<file path="src/rtl/bcd_stopwatch.sv">
// Four-digit BCD stopwatch: prescaled tick counting, start/stop, clear, optional lap freeze.
// Optional lap function compiled in with `define BCD_STOPWATCH_LAP_EN.
module bcd_stopwatch #(
  parameter int TICKS_PER_COUNT = 100
) (
  input  logic        clkin,
  input  logic        reset,
  input  logic        tick,
  input  logic        start_stop,
  input  logic        clear,
  input  logic        lap,
  output logic [15:0] count_bcd,
  output logic [15:0] display_bcd,
  output logic        running,
  output logic        lap_active,
  output logic        wrap
);

  typedef enum logic {
    STOPPED = 1'b0,
    RUNNING = 1'b1
  } state_t;

  localparam logic [11:0] PRE_MAX = 12'(TICKS_PER_COUNT - 1);

  state_t      state_q, state_d;
  logic [11:0] pre_q, pre_d;
  logic [15:0] count_d;
  logic [15:0] display_d;
  logic [16:0] inc;
  logic        wrap_d;

  // Returns {carry_out, incremented value}; carry_out is set only for 9999 -> 0000.
  function automatic logic [16:0] bcd_inc(input logic [15:0] v);
    logic [15:0] r;
    logic        c;
    r = v;
    c = 1'b1;
    for (int i = 0; i < 4; i++) begin
      if (c) begin
        if (v[4*i +: 4] >= 4'd9) begin
          r[4*i +: 4] = 4'd0;
        end else begin
          r[4*i +: 4] = v[4*i +: 4] + 4'd1;
          c = 1'b0;
        end
      end
    end
    return {c, r};
  endfunction

  always_comb begin
    state_d = state_q;
    if (clear) begin
      state_d = STOPPED;
    end else if (start_stop) begin
      state_d = (state_q == RUNNING) ? STOPPED : RUNNING;
    end
  end

  // Tick qualification uses the pre-edge state so a coincident start_stop cannot affect it.
  always_comb begin
    pre_d   = pre_q;
    count_d = count_bcd;
    wrap_d  = 1'b0;
    inc     = bcd_inc(count_bcd);
    if (clear) begin
      pre_d   = 12'd0;
      count_d = 16'h0000;
    end else if (state_q == RUNNING && tick) begin
      if (pre_q == PRE_MAX) begin
        pre_d   = 12'd0;
        count_d = inc[15:0];
        wrap_d  = inc[16];
      end else begin
        pre_d = pre_q + 12'd1;
      end
    end
  end

`ifdef BCD_STOPWATCH_LAP_EN
  logic        lap_d;
  logic [15:0] hold_q, hold_d;

  // The hold register captures the post-edge count so the frozen value matches what was shown.
  always_comb begin
    lap_d  = lap_active;
    hold_d = hold_q;
    if (clear) begin
      lap_d = 1'b0;
    end else if (lap) begin
      if (lap_active) begin
        lap_d = 1'b0;
      end else begin
        lap_d  = 1'b1;
        hold_d = count_d;
      end
    end
  end

  always_ff @(posedge clkin) begin
    if (reset) begin
      hold_q     <= 16'h0000;
      lap_active <= 1'b0;
    end else begin
      hold_q     <= hold_d;
      lap_active <= lap_d;
    end
  end

  assign display_d = lap_d ? hold_d : count_d;
`else
  logic unused_lap;
  assign unused_lap = lap;
  assign lap_active = 1'b0;
  assign display_d  = count_d;
`endif

  always_ff @(posedge clkin) begin
    if (reset) begin
      state_q     <= STOPPED;
      pre_q       <= 12'd0;
      count_bcd   <= 16'h0000;
      display_bcd <= 16'h0000;
      wrap        <= 1'b0;
    end else begin
      state_q     <= state_d;
      pre_q       <= pre_d;
      count_bcd   <= count_d;
      display_bcd <= display_d;
      wrap        <= wrap_d;
    end
  end

  assign running = (state_q == RUNNING);

endmodule

</file>
<file path="config.mk">
export PLATFORM = sky130hd
export DESIGN_NAME = bcd_stopwatch
export DESIGN_NICKNAME = d
export VERILOG_FILES = /design/src/rtl/bcd_stopwatch.sv
export SDC_FILE = /design/constraint.sdc
export NUM_CORES = 1
export LEC_CHECK = 0
export CORE_ASPECT_RATIO = 1.75
export CORE_MARGIN = 10
export CORE_UTILIZATION = 49
export CTS_CLUSTER_SIZE = 40
export DETAILED_ROUTE_END_ITERATION = 6
export PLACE_DENSITY = 0.79
export RECOVER_POWER = 25
export SKIP_LAST_GASP = 1
export SLEW_MARGIN = 5
export SYNTH_ARGS = -nofsm -noshare
export SYNTH_HDL_FRONTEND = slang
export SYNTH_SLANG_ARGS = --single-unit
</file>
<file path="constraint.sdc">
create_clock -name clkin -period 2.25 [get_ports clkin]
set_input_delay 0.3375 -clock clkin [delete_from_list [all_inputs] [get_ports clkin]]
set_output_delay 0.3375 -clock clkin [all_outputs]
set_load 0.005 [all_outputs]
</file>
==> run_results.csv, run 1 <==
group,metric,value,unit
run_status,outcome,"finished clean",
final_layout,final_cells,278,
drt,drt-wirelength-per-cell,13.83,µm
synth,syn-num-nets,222,
placement,dp_hpwl,3027,µm
global_routing,grt_max_degree,18,
clocking,clock_sinks,30,
die,io-pin-count,41,
synth,seq_area_frac_synth,0.3463,
drt,vias,1490,
global_routing,grt_overflow_total,0,
synth,synth_top_area_cell,"dfxtp_1",
synth,yosysUniqueCellTypes,42,
die,initial_core_util,0.5103,
pwr,power_leakage,0.8236,nW
timing,fmax,501.9,MHz
worst_setup_path,critical_path.top_delay_family,"simple AND/OR/NAND/NOR gates",
drt,drt_first_pass_iters,4,
global_routing,grt_pass1_vias,1554,
synth,async_reset_ff_frac,0,
global_routing,antenna_found_initial,0,
worst_setup_path,crit_path_top_delay_cell,"or4b_1",
clocking,clock-root-buffer,"clkbuf_8",
timing,relSlewSlack,0.4779,
final_layout,fin_area,0.002166,mm²
synth,synth_flop_cell,"dfxtp_1",
worst_setup_path,critPathMaxFanout,6,
synth,synthTopCellsByArea,"dfxtp_1 35%, ha_1 9.4%, buf_4 7.8%",
hold_path,worstHoldPathType,"flop to flop",
timing,fin_crit_sh,0.8855,
pwr,finalPower,1.008,mW
worst_setup_path,critical_path_buf_inv_count,1,
placement,placed_area,0.002069,mm²
synth,synth_top_area_share,0.3463,
worst_setup_path,worstPathCellList,"inv_1, ha_1, or3b_2, and2_1, or4b_1, a21oi_1",
worst_setup_path,critPathKind,"flop to flop",
synth,syn-cell-area,0.001734,mm²
synth,ys_seq_elements,30,
pwr,pwr_density_cell,465.4,mW/mm²
timing,rsz0062_at_grt,"no",
clocking,cts_setup_buffers,0,
timing,hold_violations,0,
run,maxCapViolCount,0,
clocking,cts_hold_buffers,0,
clocking,cts_tree,"yes",
die,num_rows,28,
clocking,clockBufferDepth,2,
timing,setup_slack,257.6,ps
timing,fin_worst_hold_slack,475.0,ps
synth,synth_warnings,0,
placement,finalWeightedCongestion,0.7533,
worst_setup_path,slowest_delay,500,ps
timing,drv_slew,0,
clocking,clkLatencyLatePin,280,ps
worst_setup_path,cp-end-kind,"flop",
pwr,vdd_drop_max,0.3974,mV
placement,numPortBuffers,38,
placement,dp_slack,133.0,ps
worst_setup_path,worstSetupStartpointType,"flop",
timing,tightest_slew,783.1,ps
worst_setup_path,cp.arrival,2200,ps
timing,finalCriticalPeriod,1992,ps
die,fp.dieArea,0.006413,mm²
die,die_w,64.97,µm
drt,drtAntennaViolNets,0,
drt,drtIter0Drc,53,
synth,synth-edff-count,0,
clocking,cts_max_level,2,
global_routing,grt_usage,0.1262,
drt,route.detailed.drc,0,
clocking,numCtsBuffers,5,
final_layout,antenna_cells,0,
timing,fin_tns_setup,0,ps
synth,synthCells,203,
final_layout,drive_above_1_share,0.1030,
global_routing,grt_pass1_wl,6741,µm
drt,via_per_inst,5.360,
timing,setup_viol,0,
die,die_height,98.70,µm
synth,avgSynthCellArea,8.543,µm²
timing,finClkSkew,4.202,ps
drt,wl,3845,µm
clocking,cts.repair.resized,0,
final_layout,fin_util,0.6373,
placement,dp_cells,270,
worst_setup_path,cp_data_required_time,2450,ps
final_layout,areaGrowthSynthToFinish,24.89,%
die,design.core.area,0.003398,mm²
final_layout,nNetsFinal,251,
clocking,clkTransAtPathRegs,60,ps
-- synthesized netlist by cell type (4+ instances only) --
| cell type | instances |
|---|---|
| dfxtp_1 | 30 |
| xnor2_1 | 8 |
| clkbuf_1 | 6 |
| nand2_1 | 10 |
| nor2_1 | 21 |
| a21oi_1 | 9 |
| nand4_1 | 7 |
| buf_4 | 18 |
| nand3_1 | 10 |
| ha_1 | 13 |
| xor2_1 | 4 |
| o21ai_0 | 6 |
| inv_1 | 13 |
| nor3_1 | 6 |
-- cell families (layout without fill, tap and decap cells) --
| family | count (synthesis) | after routing | share of synthesized area |
|---|---|---|---|
| AO/OA/AOI/OAI | 25 | 25 | 0.09163 |
| adder cells (fa/ha/maj) | 13 | 13 | 0.09380 |
| multiplexers | 1 | 1 | 0.005772 |
| buffers and inverters | 38 | 68 | 0.1255 |
| other | 1 | 1 | 0.002162 |
| AND/OR/NAND/NOR | 83 | 83 | 0.2742 |
| XOR/XNOR | 12 | 12 | 0.06061 |
| flip-flops | 30 | 30 | 0.3463 |
-- state kept, by name, indices dropped and copies added (netlist names) --
name	count
running	1
display_bcd	16
wrap	1
pre_q	12
-- final cells by class --
cell class / count / area [µm²]
Timing Repair Buffer: 47 / 447.9
Sequential cell: 30 / 600.6
Tap cell: 45 / 56.30
Clock inverter: 1 / 5.005
Fill cell: 309 / 1232
Inverter: 13 / 48.80
Clock buffer: 7 / 86.33
Multi-Input combinational cell: 135 / 920.9
-- tightest hold or removal path, delay by kind of cell, from the launching register on --
| kind | cells | cell delay, ps |
|---|---|---|
| AO/OA/AOI/OAI | 1 | 50 |
| flip-flops | 1 | 320 |
| AND/OR/NAND/NOR | 1 | 60 |
-- path summary, 6_finish.rpt --
check                                   start                           to  slack, ps  depth (start not counted)
setup / recovery  display_bcd[9]$_SDFFE_PP0P_  display_bcd[9]$_SDFFE_PP0P_        260                          6
hold / removal          pre_q[1]$_SDFFE_PP0P_        pre_q[1]$_SDFFE_PP0P_        470                          2
setup reg to reg  display_bcd[9]$_SDFFE_PP0P_  display_bcd[9]$_SDFFE_PP0P_        260                          6
hold reg to reg         pre_q[1]$_SDFFE_PP0P_        pre_q[1]$_SDFFE_PP0P_        470                          2
-- routing by layer --
layer,part of all wire,track usage,vias to the layer above
li1,-,-,740
met1,0.36,0.1110,697
met2,0.55,0.2340,41
met3,0.064,0.04875,12
met4,0.024,0.06788,0
met5,0,0,-
-- cell usage in the layout, fill, tap and decap left out, types with 3 or more instances in the layout --
cell | synthesis | layout
dlygate4sd3_1 | 0 | 15
nand3_1 | 10 | 10
and2_1 | 3 | 3
or3_1 | 3 | 3
a21oi_1 | 9 | 9
buf_4 | 18 | 9
o21ai_0 | 6 | 6
ha_1 | 13 | 13
or4_1 | 3 | 3
nor2_1 | 21 | 21
nor3_1 | 6 | 5
inv_1 | 13 | 13
nand4_1 | 7 | 7
or3b_2 | 3 | 3
xor2_1 | 4 | 4
nand2_1 | 10 | 10
clkbuf_8 | 0 | 6
dfxtp_1 | 30 | 30
xnor2_1 | 8 | 8
clkdlybuf4s50_1 | 0 | 23
-- power by group --
group	switching, mW	total, mW	internal (mW)
clock	0.200	0.446	0.246
combinational	0.0148	0.0276	0.0128
sequential	0.00201	0.534	0.532
(Power assumes the default switching activity.)
==> inputs of run 2 (changes only) <==
==> constraint.sdc (replaced) <==
create_clock -name clkin -period 2 [get_ports clkin]
set_input_delay 0.3 -clock clkin [delete_from_list [all_inputs] [get_ports clkin]]
set_output_delay 0.3 -clock clkin [all_outputs]
set_load 0.005 [all_outputs]
==> run_results.csv, run 2 (synthesized netlist as in run 1, its figures left out) <==
group,metric,value,unit
timing,fin_tns_setup,0,ps
hold_path,hold_depth,2,
worst_setup_path,worstSetupStartpointType,"flop",
worst_setup_path,slowest_delay,500,ps
global_routing,grt_usage,0.1271,
worst_setup_path,cp.arrival,2140,ps
worst_setup_path,cp-end-kind,"flop",
clocking,clkTransAtPathRegs,70,ps
pwr,vdd_drop_max,0.4310,mV
drt,vias,1529,
timing,tightest_slew,848.7,ps
run_status,outcome,"finished clean",
hold_path,whs_endpoint,"pre_q[1]$_SDFFE_PP0P_",
die,die_height,98.70,µm
global_routing,grt_pass1_vias,1523,
die,design.core.area,0.003398,mm²
timing,finalCriticalPeriod,1962,ps
timing,setup_viol,0,
drt,via_per_inst,5.291,
worst_setup_path,rr_endpoint,"display_bcd[15]$_SDFFE_PP0P_",
worst_setup_path,ff2ff_path_depth,7,
placement,finalWeightedCongestion,0.7649,
clocking,clock-root-buffer,"clkbuf_8",
worst_setup_path,crit_path_top_delay_cell,"or4_4",
clocking,clkLatencyLatePin,290,ps
drt,wl,4021,µm
die,fp.dieArea,0.006413,mm²
final_layout,largest_reg_flops,16,
placement,dp_hpwl,3228,µm
hold_path,hp-start,"pre_q[1]$_SDFFE_PP0P_",
timing,rsz0062_at_grt,"yes",
drt,route.detailed.drc,0,
final_layout,antenna_cells,0,
drt,drtIter0Drc,32,
clocking,numCtsBuffers,5,
pwr,pwr_density_cell,494.8,mW/mm²
final_layout,nNetsFinal,262,
worst_setup_path,worstPathCellList,"inv_1, ha_1, or3b_2, nand4_1, buf_4, or4_4, o211a_1",
clocking,cts_max_level,2,
clocking,clock_sinks,30,
global_routing,grt_overflow_total,0,
pwr,finalPower,1.132,mW
global_routing,antenna_found_initial,0,
placement,numPortBuffers,38,
final_layout,areaGrowthSynthToFinish,31.96,%
worst_setup_path,timing.rr.start,"display_bcd[4]$_SDFFE_PP0P_",
final_layout,final_cell_mix,"34 x clkdlybuf4s50_1, 26 x dfxtp_1, 21 x nor2_1",
final_layout,layout_commonest_cell,"clkdlybuf4s50_1",
worst_setup_path,critPathMaxFanout,5,
hold_path,worstHoldPathType,"flop to flop",
worst_setup_path,cp_data_required_time,2180,ps
clocking,cts_tree,"yes",
die,initial_core_util,0.5103,
drt,drt_first_pass_iters,4,
worst_setup_path,critPathKind,"flop to flop",
global_routing,grt_max_degree,15,
die,die_w,64.97,µm
final_layout,drive_above_1_share,0.1721,
global_routing,grt_pass1_wl,6658,µm
final_layout,regMostFlops,"display_bcd",
timing,fmax,509.6,MHz
final_layout,reg.largest.list,"display_bcd: 16 flops, pre_q: 12 flops",
clocking,cts_hold_buffers,0,
timing,hold_violations,0,
clocking,clockBufferDepth,2,
timing,relSlewSlack,0.4342,
run,maxCapViolCount,0,
die,io-pin-count,41,
pwr,power_leakage,0.8547,nW
timing,drv_slew,0,
timing,finClkSkew,7.842,ps
drt,drtAntennaViolNets,0,
worst_setup_path,rrSetupSlack,40,ps
timing,fin_crit_sh,0.9812,
die,num_rows,28,
drt,drt-wirelength-per-cell,13.91,µm
==> run 2: power by group <==
part,internal [mW],switching (mW)
combinational,0.0196,0.0196
clock,0.277,0.219
sequential,0.596,0.000769
==> run 2: worst max-delay path by stage <==
stage                                           start                            to  slack, ps  depth (start not counted)
after floorplan           display_bcd[9]$_SDFFE_PP0P_   display_bcd[9]$_SDFFE_PP0P_         90                          6
after global placement                           tick   display_bcd[9]$_SDFFE_PP0P_        -30                          6
after detailed placement                         tick   display_bcd[8]$_SDFFE_PP0P_        -60                          6
after CTS                 display_bcd[4]$_SDFFE_PP0P_  display_bcd[14]$_SDFFE_PP0P_         50                          6
after global routing      display_bcd[0]$_SDFFE_PP0P_  display_bcd[15]$_SDFFE_PP0P_        -80                          7
final                     display_bcd[4]$_SDFFE_PP0P_  display_bcd[15]$_SDFFE_PP0P_         40                          7
==> run 2: routing by layer <==
layer  wire [µm]  vias to the layer above  global-route usage
met4          72                        0             0.06126
met5           0                        -                   0
met3         261                        6             0.04422
li1            -                      764                   -
met2        2336                       31              0.2561
met1        1351                      728             0.09987
==> run 2: timing repair <==
item / 4_1_cts / 5_1_grt
setup buffers: 0 / 1
gates resized for setup: 0 / 11
endpoints found under the setup margin: 0 / 6
==> run 2: through the flow <==
step | instances | utilization | area (µm²) | hold WS (ps) | worst slack (ps)
2_1_floorplan | 203 | - | 1734 | 436.8 | 92.72
3_3_place_gp | 280 | 0.6348 | 2157 | 460.1 | -26.22
3_5_place_dp | 280 | 0.6348 | 2157 | 480.4 | -56.37
4_1_cts | 288 | 0.6616 | 2248 | 489.4 | 52.17
5_1_grt | 289 | 0.6734 | 2288 | 522.6 | -80.75
6_report | 289 | 0.6734 | 2288 | 490.8 | 37.68
==> run 2: cell type report <==
class,instances,area [µm²]
timing repair buffer,58,546.8
tap,45,56.30
fill,311,1110
sequential,30,610.6
multi-input combinational,135,934.6
clock inverter,1,5.005
inverter,13,48.80
clock buffer,7,86.33
==> run 2: worst max-delay path: cells and delay by family, from the launching register on <==
| family | cells | cell delay (ps) |
|---|---|---|
| compound gates | 1 | 140 |
| fa+ha+maj | 1 | 180 |
| buf+inv | 2 | 260 |
| flops | 1 | 360 |
| simple gates | 3 | 910 |
==> inputs of run 3 (changes only) <==
--- a/config.mk
+++ b/config.mk
@@ -5,11 +5,12 @@
 export SDC_FILE = /design/constraint.sdc
 export NUM_CORES = 1
 export LEC_CHECK = 0
-export CORE_ASPECT_RATIO = 1.75
+export CORE_ASPECT_RATIO = 0.5
 export CORE_MARGIN = 10
 export CORE_UTILIZATION = 49
 export CTS_CLUSTER_SIZE = 40
 export DETAILED_ROUTE_END_ITERATION = 6
+export GPL_TIMING_DRIVEN = 0
 export PLACE_DENSITY = 0.79
 export RECOVER_POWER = 25
 export SKIP_LAST_GASP = 1
==> run_results.csv, run 3 (synthesized netlist as in run 1, its figures left out) <==
group,metric,value,unit
drt,drt-wirelength-per-cell,13.35,µm
die,io-pin-count,41,
worst_setup_path,slowest_delay,520,ps
clocking,cts_max_level,2,
pwr,power_leakage,0.8934,nW
timing,rsz0062_at_grt,"yes",
drt,drt_first_pass_iters,4,
global_routing,grt_usage,0.1222,
final_layout,largest_reg_flops,16,
timing,fin_tns_setup,0,ps
final_layout,final_cells,307,
global_routing,antenna_found_initial,0,
worst_setup_path,ff2ff_path_depth,7,
placement,finalWeightedCongestion,0.8001,
drt,via_per_inst,4.997,
worst_setup_path,critical_path.top_delay_family,"simple AND/OR/NAND/NOR gates",
timing,hold_violations,0,
run_status,outcome,"finished clean",
worst_setup_path,crit_end,"display_bcd[15]$_SDFFE_PP0P_",
final_layout,final_cell_mix,"34 x clkdlybuf4s50_1, 26 x buf_4, 24 x dfxtp_1",
hold_path,worstHoldPathType,"flop to flop",
worst_setup_path,worstPathCellList,"inv_2, ha_2, or3b_4, nand4_1, buf_4, or4_4, o211a_1",
final_layout,regMostFlops,"display_bcd",
global_routing,grt_max_degree,11,
die,design.core.area,0.003416,mm²
final_layout,multi_input_area,938.4,µm²
global_routing,grt_pass1_wl,6520,µm
worst_setup_path,worstSetupStartpointType,"flop",
clocking,cts_tree,"yes",
worst_setup_path,cp.depth,7,
run,maxCapViolCount,0,
timing,setup_viol,0,
worst_setup_path,crit_path_top_delay_cell,"or4_4",
worst_setup_path,critPathKind,"flop to flop",
final_layout,areaGrowthSynthToFinish,36.36,%
pwr,vdd_drop_max,0.3599,mV
placement,dp_cells,292,
placement,dp_hpwl,2967,µm
pwr,pwr_density_cell,456.3,mW/mm²
clocking,clkTransAtPathRegs,60,ps
clocking,clockBufferDepth,2,
final_layout,nNetsFinal,275,
clocking,clock-root-buffer,"clkbuf_8",
global_routing,grt_overflow_total,0,
worst_setup_path,timing.rr.start,"display_bcd[5]$_SDFFE_PP0P_",
final_layout,drive_above_1_share,0.2188,
clocking,clkLatencyLatePin,280,ps
clocking,clock_sinks,30,
worst_setup_path,cp.arrival,2160,ps
worst_setup_path,rr_endpoint,"display_bcd[15]$_SDFFE_PP0P_",
drt,vias,1534,
timing,finalCriticalPeriod,1986,ps
drt,wl,4099,µm
drt,route.detailed.drc,0,
final_layout,antenna_cells,0,
drt,drtIter0Drc,90,
die,die_w,104.1,µm
die,fp.dieArea,0.006463,mm²
timing,fin_crit_sh,0.9928,
die,initial_core_util,0.5077,
clocking,numCtsBuffers,5,
worst_setup_path,cp_data_required_time,2170,ps
drt,drtAntennaViolNets,0,
final_layout,reg.largest.list,"display_bcd: 16 flops, pre_q: 12 flops",
worst_setup_path,critical_path_buf_inv_count,2,
die,die_height,62.07,µm
final_layout,register_area,620.6,µm²
timing,tightest_slew,637.3,ps
timing,fmax,503.6,MHz
placement,numPortBuffers,38,
timing,relSlewSlack,0.5736,
worst_setup_path,critPathMaxFanout,5,
worst_setup_path,cp-end-kind,"flop",
timing,finClkSkew,4.261,ps
final_layout,fillers,285,
worst_setup_path,startpoint,"display_bcd[5]$_SDFFE_PP0P_",
global_routing,grt_pass1_vias,1449,
timing,drv_slew,0,
worst_setup_path,rrSetupSlack,10,ps
die,num_rows,15,
final_layout,layout_commonest_cell,"clkdlybuf4s50_1",
[run 3: cell types whose count changed in the layout (fill, tap and decap cells not counted), sizes merged]
cell | before | now
buf | 20 | 28
clkbuf | 7 | 12
clkinv | 1 | 0
[run 3: layout make-up]
| cell class | count | share of cell area |
|---|---|---|
| Multi-Input combinational cell | 135 | 0.3968 |
| Sequential cell | 30 | 0.2624 |
| Timing Repair Buffer | 46 | 0.1862 |
| Buffer | 25 | 0.07460 |
| Clock buffer | 7 | 0.03228 |
| Tap cell | 51 | 0.02698 |
| Inverter | 13 | 0.02063 |
[run 3: routing by layer]
| metal | vias up | global-route usage | routed length [µm] |
|---|---|---|---|
| met1 | 705 | 0.1327 | 1779 |
| li1 | 790 | - | - |
| met2 | 35 | 0.2231 | 2032 |
| met4 | 0 | 0.04715 | 44 |
| met5 | - | 0 | 0 |
| met3 | 4 | 0.04321 | 243 |
[run 3: worst reg2reg max path: stages, from the launching register on]
cell     delay, ps
dfxtp_4        360
inv_2           40
ha_2           160
or3b_4         230
nand4_1        200
buf_4          210
or4_4          520
o211a_1        150
[run 3: through the flow]
stage / utilization / hold WS [ps] / power, mW / setup WS (ps) / instance area (µm²)
after global routing: 0.6923 / 499.8 / 1.120 / -62.49 / 2365
after floorplan: - / 436.8 / 0.6298 / 92.72 / 1734
final: 0.6923 / 483.9 / 1.079 / 14.47 / 2365
after global placement: 0.6377 / 462.8 / 0.6456 / -215.9 / 2178
after detailed placement: 0.6377 / 474.8 / 0.6467 / -216.8 / 2178
after CTS: 0.6641 / 483.3 / 1.099 / 22.97 / 2268
[run 3: worst min-delay path by stage]
stage	startpoint	end	slack [ps]	depth (start not counted)
floorplan	start_stop	running$_SDFFE_PP0P_	440	2
global placement	pre_q[1]$_SDFFE_PP0P_	pre_q[1]$_SDFFE_PP0P_	460	2
detailed placement	pre_q[1]$_SDFFE_PP0P_	pre_q[1]$_SDFFE_PP0P_	470	2
CTS	pre_q[1]$_SDFFE_PP0P_	pre_q[1]$_SDFFE_PP0P_	480	2
global route	pre_q[1]$_SDFFE_PP0P_	pre_q[1]$_SDFFE_PP0P_	500	2
finish	pre_q[1]$_SDFFE_PP0P_	pre_q[1]$_SDFFE_PP0P_	480	2
[run 3: power breakdown]
| part | internal (mW) | switching, mW | total [mW] |
|---|---|---|---|
| registers | 0.592 | 0.00217 | 0.594 |
| clock network | 0.239 | 0.213 | 0.452 |
| logic | 0.0146 | 0.0182 | 0.0328 |
[run 3: what timing repair did]
action | 4_1_cts | 5_1_grt
pin swaps | 0 | 4
setup endpoints to repair | 9 | 10
setup buffers | 0 | 8
gates resized for setup | 7 | 20
hold buffers | 0 | 0
